[config.mk]
export PLATFORM = sky130hd
export DESIGN_NAME = buffer_write_arbiter
export DESIGN_NICKNAME = d
export VERILOG_FILES = /design/src/rtl/buffer_write_arbiter_pkg.sv /design/src/rtl/buffer_write_arbiter_rr_pick.sv /design/src/rtl/buffer_write_arbiter.sv
export SDC_FILE = /design/constraint.sdc
export NUM_CORES = 1
export LEC_CHECK = 0
export CAP_MARGIN = 20
export CORE_UTILIZATION = 40
export CTS_BUF_LIST = sky130_fd_sc_hd__clkbuf_4 sky130_fd_sc_hd__clkbuf_8
export DETAILED_ROUTE_END_ITERATION = 10
export GPL_TIMING_DRIVEN = 0
export PLACE_DENSITY = 0.82
export SETUP_SLACK_MARGIN = 0.1
export SLEW_MARGIN = 20
export SYNTH_ARGS = -nofsm -noshare
export SYNTH_HDL_FRONTEND = slang
export SYNTH_SLANG_ARGS = --single-unit
[constraint.sdc]
create_clock -name clk_1 -period 2.3 [get_ports clk_1]
set_input_delay 0.345 -clock clk_1 [delete_from_list [all_inputs] [get_ports clk_1]]
set_output_delay 0.345 -clock clk_1 [all_outputs]
set_load 0.05 [all_outputs]
[src/rtl/buffer_write_arbiter_pkg.sv]
// Shared types and defaults for the CDC buffer write-side arbiters.
package buf_arb_pkg;

  typedef enum logic [1:0] {
    IDLE       = 2'd0,
    BURST      = 2'd1,
    WAIT_FULL  = 2'd2,
    WAIT_DRAIN = 2'd3
  } arb_state_t;

  localparam int DATA_W        = 16;
  localparam int BURST_LEN_DEF = 7;

endpackage

[src/rtl/buffer_write_arbiter_rr_pick.sv]
// Combinational round-robin picker: first asserted req searching from ptr+1 (mod N_REQ).
module rr_pick
  import buf_arb_pkg::*;
#(
  parameter int N_REQ = 4
) (
  input  logic [N_REQ-1:0] req,
  input  logic [2:0]       ptr,
  output logic [2:0]       idx,
  output logic             any
);

  always_comb begin
    idx = '0;
    any = 1'b0;
    for (int k = 1; k <= N_REQ; k++) begin
      for (int i = 0; i < N_REQ; i++) begin
        if (!any && req[i] && (((int'(ptr) + k) % N_REQ) == i)) begin
          any = 1'b1;
          idx = 3'(i);
        end
      end
    end
  end

endmodule

[src/rtl/buffer_write_arbiter.sv]
// Round-robin burst arbiter feeding the clk_1 write port of the 8x16 CDC buffer;
// one requester owns the port for BURST_LEN words, then the buffer must drain.
module buffer_write_arbiter
  import buf_arb_pkg::*;
#(
  parameter int N_REQ     = 4,
  parameter int DATA_W    = buf_arb_pkg::DATA_W,
  parameter int BURST_LEN = BURST_LEN_DEF
) (
  input  logic                    clk_1,
  input  logic                    rst,
  input  logic [N_REQ-1:0]        req_valid,
  input  logic [N_REQ*DATA_W-1:0] req_data,
  output logic [N_REQ-1:0]        req_ready,
  input  logic                    buf_empty_in,
  input  logic                    buf_full_in,
  output logic [DATA_W-1:0]       data_1_out,
  output logic                    data_1_en_out,
  output logic [2:0]              grant_id,
  output logic                    busy,
  output logic                    burst_done
);

  localparam int              CNT_W    = $clog2(BURST_LEN + 1);
  localparam logic [CNT_W-1:0] CNT_LAST = CNT_W'(BURST_LEN - 1);
  localparam logic [CNT_W-1:0] CNT_END  = CNT_W'(BURST_LEN);
  localparam logic [2:0]       PTR_RST  = 3'(N_REQ - 1);

  arb_state_t        state, state_n;
  logic [CNT_W-1:0]  count;
  logic [2:0]        ptr;
  logic [2:0]        pick_idx;
  logic              pick_any;
  logic              grant_load;
  logic              accept;
  logic              slot_open;
  logic [DATA_W-1:0] grant_word;
  logic              empty_m, empty_s, full_m, full_s;

  // Stage p0: two-flop synchronizers for the clk_2-domain buffer flags
  always_ff @(posedge clk_1) begin
    if (rst) begin
      empty_m <= 1'b1;
      empty_s <= 1'b1;
      full_m  <= 1'b0;
      full_s  <= 1'b0;
    end else begin
      empty_m <= buf_empty_in;
      empty_s <= empty_m;
      full_m  <= buf_full_in;
      full_s  <= full_m;
    end
  end

  rr_pick #(.N_REQ(N_REQ)) u_pick (
    .req (req_valid),
    .ptr (ptr),
    .idx (pick_idx),
    .any (pick_any)
  );

  // Ready never looks at req_valid, so producers can gate valid on ready safely.
  assign slot_open = (state == BURST) && (count < CNT_END) && !full_s;

  always_comb begin
    req_ready  = '0;
    grant_word = '0;
    for (int i = 0; i < N_REQ; i++) begin
      if (grant_id == 3'(i)) begin
        req_ready[i] = slot_open;
        grant_word   = req_data[i*DATA_W +: DATA_W];
      end
    end
  end

  assign accept = |(req_ready & req_valid);
  assign busy   = (state != IDLE);

  always_comb begin
    state_n    = state;
    grant_load = 1'b0;
    case (state)
      IDLE: begin
        if (pick_any && empty_s && !full_s) begin
          state_n    = BURST;
          grant_load = 1'b1;
        end
      end
      BURST:      if (accept && (count == CNT_LAST)) state_n = WAIT_FULL;
      // Seeing empty fall first keeps a stale synchronized 'empty' from ending the wait.
      WAIT_FULL:  if (!empty_s) state_n = WAIT_DRAIN;
      WAIT_DRAIN: if (empty_s && !full_s) state_n = IDLE;
      default:    state_n = IDLE;
    endcase
  end

  always_ff @(posedge clk_1) begin
    if (rst) state <= IDLE;
    else     state <= state_n;
  end

  // Stage p1: registered write port toward the buffer, plus grant bookkeeping
  always_ff @(posedge clk_1) begin
    if (rst) begin
      count         <= '0;
      ptr           <= PTR_RST;
      grant_id      <= '0;
      data_1_out    <= '0;
      data_1_en_out <= 1'b0;
      burst_done    <= 1'b0;
    end else begin
      data_1_en_out <= accept;
      burst_done    <= accept && (count == CNT_LAST);
      if (accept) data_1_out <= grant_word;
      if (grant_load) begin
        grant_id <= pick_idx;
        ptr      <= pick_idx;
        count    <= '0;
      end else if (accept) begin
        count <= count + CNT_W'(1);
      end
    end
  end

endmodule

=== After elaboration in Yosys (flattened, before gate mapping) ===
Cells that the tools add are included.

* Add/subtract/negate cells: 5
* Magnitude comparators: 1
* Eq/ne operators: 23
* Muxes and demuxes: 46
* Bitwise gates (word level): 5
* Reductions and logical operators: 67

{| class="wikitable"
|+ Operator list
! kind !! number
|-
| logical NOT 32 bit || 4
|-
| two-way mux 16 bit || 4
|-
| logical AND 1 bit || 37
|-
| two-way mux 2 bit || 18
|-
| equality test 3 bit (second input constant) || 9
|-
| two-way mux 1 bit || 23
|-
| logical NOT 1 bit || 16
|-
| equality test 3 x 2 -> 1 bit (second input constant) || 4
|-
| OR reduction 2 bit || 5
|-
| equality test 2 bit (second input constant) || 4
|-
| one-hot mux 2 bit (4 select lines) || 1
|-
| inequality test 2 bit (second input constant) || 3
|-
| adder 2 x 1 -> 2 bit (second input constant) || 2
|-
| adder 2 bit (second input constant) || 2
|-
| bitwise AND 1 bit (first input constant) || 4
|-
| bitwise AND 4 bit || 1
|-
| equality test 2 x 1 -> 1 bit (second input constant) || 2
|-
| AND reduction 4 bit || 1
|-
| OR reduction 4 bit || 1
|-
| adder 3 x 1 -> 3 bit (second input constant) || 1
|-
| logical NOT 3 bit || 1
|-
| less-than comparator 3 bit (second input constant) || 1
|-
| logical NOT 2 bit || 1
|-
| inequality test 2 x 1 -> 1 bit (second input constant) || 1
|-
| nonzero test 2 bit || 1
|}

* Register bits after elaboration: 31
* Bits of input ports: 72
* Output and inout port bits: 26
* Word-level logic and storage cells: 158

=== Logic depth before layout (Yosys ltp) ===
* Depth after elaboration: 71
* Depth in mapped cells: 8
* Depth with buffers taken out: 6

=== Hierarchy ===
From an unflattened synthesis, not the netlist that was laid out.

* Cells, all modules: 191
* Area total of the unflattened synthesis: 1,876.8 um2

{| class="wikitable"
|+ By module, submodules not included
! module !! instances !! cells an instance !! area each (um2) !! seq. area each (um2)
|-
| buffer_write_arbiter || 1 || 175 || 1,786.7 || 640.6
|-
| rr_pick || 1 || 16 || 90.1 || 0.0
|}

=== Least setup slack after synthesis ===
OpenSTA, ideal clock, no wires.

* Path type: flip-flop to output port
* Start point: reg grant_id[0]
* End point: out req_ready[1]
* Arrival time: 2,227 ps
* Data required time: 1,955 ps
* Path slack: -272 ps
* Stages on the path, launching flop included: 3
* Path buffers: 1
* Cells stage by stage: dfxtp_1 -> buf_2 -> nor3b_1

* Longest elaborated chain between the ends: 2

{| class="wikitable"
|+ RTL lines
! element !! line !! source
|-
| start, declared || buffer_write_arbiter.sv:19 || <nowiki>output logic [2:0] grant_id,</nowiki>
|-
| start signal, assigned || buffer_write_arbiter.sv:116 || <nowiki>grant_id <= pick_idx;</nowiki>
|-
| equality test 2 x 1 -> 1 bit || buffer_write_arbiter.sv:69 || <nowiki>if (grant_id == 3'(i)) begin</nowiki>
|-
| two-way mux 1 bit || buffer_write_arbiter.sv:69 ||
|-
| end, declared || buffer_write_arbiter.sv:14 || <nowiki>output logic [N_REQ-1:0] req_ready,</nowiki>
|}

Every way passes these cells.

=== Worst setup path in the final report ===
* Start point: reg state[1]
* End point: out req_ready[1]

* Longest elaborated chain between the ends: 4

{| class="wikitable"
|+ RTL lines
! element !! line !! source
|-
| start, declared || buffer_write_arbiter.sv:29 || <nowiki>arb_state_t state, state_n;</nowiki>
|-
| start signal, assigned || buffer_write_arbiter.sv:99 || <nowiki>else state <= state_n;</nowiki>
|-
| equality test 2 x 1 -> 1 bit || buffer_write_arbiter.sv:63 || <nowiki>assign slot_open = (state == BURST) && (count < CNT_END) && !full_s;</nowiki>
|-
| logical AND 1 bit (2 in series) || buffer_write_arbiter.sv:63 ||
|-
| two-way mux 1 bit || buffer_write_arbiter.sv:69 ||
|}

Every way passes these cells.

==> summary.md <==
| Metric | Value |
|---|---|
| PortBufs | 96 |
| Starting DRT DRC Count | 27 |
| Die height | 67.9 um |
| DR top layer | met4 |
| I/O pins | 98 |
| # diodes | 0 |
| Proportion of synthesized area in mux cells | 23.2% |
| Vias in the first global route | 1,541 |
| Clock Latency Late Sink | 0.28 ns |
| CTS root buf | clkbuf_8 |
| Mapped Cells | 176 |
| Pins Over Slew Limit | 0 |
| Post-synth cell types | 41 |
| Top cells by area, synth | dfxtp_1 (36%), mux4_2 (22%), nand2_1 (8.0%), a21oi_1 (5.5%), ha_1 (4.3%) |
| Largest net degree at the start of global routing | 11 |
| Final Critical Period | 2.09 ns |
| Family with the most delay on the worst path | simple AND/OR/NAND/NOR gates |
| Hold buffer count at cts | 0 |
| Slew headroom | 61.1% |
| Sequential area share after synthesis | 35.7% |
| Critical Path Source Type | register |
| CTS clk-pin slew, worst paths | 0.07 ns |
| Logic pwr share | 54.5% |
| Fin crit share | 90.7% |
| Avg Inst Size Synth | 9.87 um2 |
| RSZ-0062 raised after global routing | true |
| CTS H-tree lvls | 2 |
| Sw Pwr | 0.00101 W |
| Leak | 1.05 nW |
| Starting Density | 42.5% |
| Max Clock Freq | 479 MHz |
| Vias | 1,702 |
| Drt drc | 0 |
| Die width | 67.9 um |
| Switching portion of total power | 41.1% |
| Slew @ Worst Pin | 0.584 ns |
| Yosys warning count | 0 |
| Overall power | 0.00245 W |
| Yosys reg bits | 31 |
| Site row count | 23 |
| Num Clock Sinks | 31 |
| Antenna violations before repair | 0 |
| Clk_skew | 0.00439 ns |
| Final setup fails | 0 |
| Vias per cell | 5.16 |
| Global-route usage over all layers | 19.8% |
| Synth Area in Compound Gates | 11.2% |
| XOR/XNOR Fraction of Synth Area | 1.01% |
| WP buf/inv | 2 |
| WP data arrival | 1.74 ns |
| DR WL met2 | 2320 um |
| Critical-path top delay cell | dfxtp_1 |
| Synth area leader | dfxtp_1 |
| Post-DP HPWL | 3610 um |
| Nets@finish | 357 |
| Pwr dens | 864 mW/mm2 |
| Final ANT Viol Nets | 0 |
| Clk network pwr share | 16.7% |
| Worst min-delay path category | reg -> reg |
| Max-cap violations | 0 |
| CTS tree | yes |
| CP peak stage delay | 0.35 ns |
| Core region area | 0.00409 mm2 |
| M1 WL | 1720 um |
| Hold_ws | 0.411 ns |
| Post-synth EDFFs | 0 |
| Worst path cell trace | inv_1 -> ha_1 -> nor2b_2 -> nand2_1 -> nor3b_1 -> buf_2 |
| Overflow after GRT | 0 |
| Drt pass-1 iters | 4 |
| First-pass GRT wire length | 6610 um |
| Share of cells above drive strength 1 | 15.0% |
| Area Overhead vs Synth | 62.9% |
| RePlAce Congestion | 0.850 |
| Syn_nets | 254 |
| Status | finished, final reports clean |
| Int Pwr | 0.00144 W |
| Max IR drop VDD | 0.000457 V |
| Met3 routed WL | 365 um |
| Simple-gate share of the synthesized area | 19.5% |
| Share of the synthesized area in the top cell type | 35.7% |
| WP data required | 1.96 ns |
| Adder-cell share of the synthesized area | 4.32% |
| Setup repair bufs after CTS | 0 |
| Seq pwr share | 28.8% |
| Async set-reset flop share out of synthesis | 0% |
| Commonest register cell after synthesis | dfxtp_1 |
| Final WL | 4480 um |
| Num CTS Buffers | 5 |
| CP max FO | 6 |
| Largest family of logic cells by synthesized area | multiplexers |
| DIE AREA | 0.00461 mm2 |
| CP endpoint kind | primary output |
| Hold Violations, Final | 0 |
| Fillers | 340 |
| Critical path class | reg -> out |
| CTS max path bufs | 2 |
| DR WL/cell | 13.6 um |
| Cell Area, Synth | 0.00174 mm2 |
## final timing paths
path / start / to / slack [ns] / depth (start not counted)
worst max-delay path: state[1]$_SDFFE_PP0P_ / req_ready[1] / 0.21 / 6
worst min-delay path: empty_m$_SDFF_PP1_ / empty_s$_SDFF_PP1_ / 0.41 / 1
worst max register to register: grant_id[0]$_SDFFE_PP0P_ / data_1_out[6]$_SDFFE_PP0P_ / 0.36 / 5
worst min register to register: empty_m$_SDFF_PP1_ / empty_s$_SDFF_PP1_ / 0.41 / 1
## cell type report
| class | instances | area [um2] | share of cell area (%) |
|---|---|---|---|
| clock buffer | 5 | 68.8 | 2.43 |
| inverter | 6 | 22.5 | 0.796 |
| timing repair buffer | 96 | 942 | 33.3 |
| clock inverter | 3 | 15.0 | 0.531 |
| sequential | 31 | 621 | 21.9 |
| multi-input combinational | 127 | 1040 | 36.6 |
| tap | 50 | 62.6 | 2.21 |
| buffer | 12 | 62.6 | 2.21 |
## what timing repair did
action | CTS | global route
endpoints found under the setup margin | 5 | 4
gates cloned | 0 | 0
resized for setup | 18 | 7
## cells in the mapped netlist, types with 2 or more instances
master / n
a21oi_1: 19
and2_1: 2
buf_1: 2
buf_2: 4
clkbuf_1: 4
dfxtp_1: 31
ha_1: 6
inv_1: 6
mux2i_1: 2
mux4_2: 17
nand2_1: 37
nand2b_1: 5
nand3_1: 2
nor2_1: 5
nor2b_1: 3
nor3_1: 4
nor3b_1: 2
or2_2: 2
## metal layers
metal  track usage (%)  vias to the layer above
li1                  -                      837
met1              21.0                      791
met2              35.6                       67
met3              6.67                        7
met4              7.81                        0
met5                 0                        -
## flip-flops by register name, indices dropped and copies added (netlist names)
name	cells
burst_done	1
count	3
data_1_en_out	1
data_1_out	16
empty_m	1
empty_s	1
full_m	1
full_s	1
grant_id	2
ptr	2
state	2
## power by group through the flow
| stage | registers [W] | logic, W | clock network (W) |
|---|---|---|---|
| 3_3_place_gp | 0.000710 | 0.00134 | 0 |
| 4_1_cts | 0.000703 | 0.00135 | 0.000417 |
| 6_report | 0.000703 | 0.00133 | 0.000408 |
| 5_1_grt | 0.000714 | 0.00143 | 0.000446 |
| 3_5_place_dp | 0.000715 | 0.00135 | 0 |
| 2_1_floorplan | 0.000925 | 0.000727 | 0 |
## cell families after synthesis
family / after synthesis
simple gates: 70
flops: 31
compound gates: 29
mux: 19
buf+inv: 18
fa+ha+maj: 6
xor+xnor: 2
other cells: 1
## layout by cell type, fill, tap and decap left out, types with 6 or more instances in the layout
master           synthesis  layout
mux4_2                  17      17
buf_2                    4       7
ha_1                     6       6
dfxtp_1                 31      31
a21oi_1                 19      19
clkdlybuf4s50_1          0      91
inv_1                    6       6
nand2_1                 37      37
## through the flow
stage,instance area (um2),setup TNS [ns],utilization (%),setup WS [ns],instances
after CTS,2850,0,69.7,0.0866,330
final,2830,0,69.3,0.214,330
after global placement,2760,-0.185,67.6,-0.0895,322
after detailed placement,2760,-0.352,67.6,-0.147,322
after floorplan,1740,-0.533,-,-0.272,176
after global routing,2830,0,69.3,0.0634,330
No activity file was read; power rests on OpenSTA's default activity.
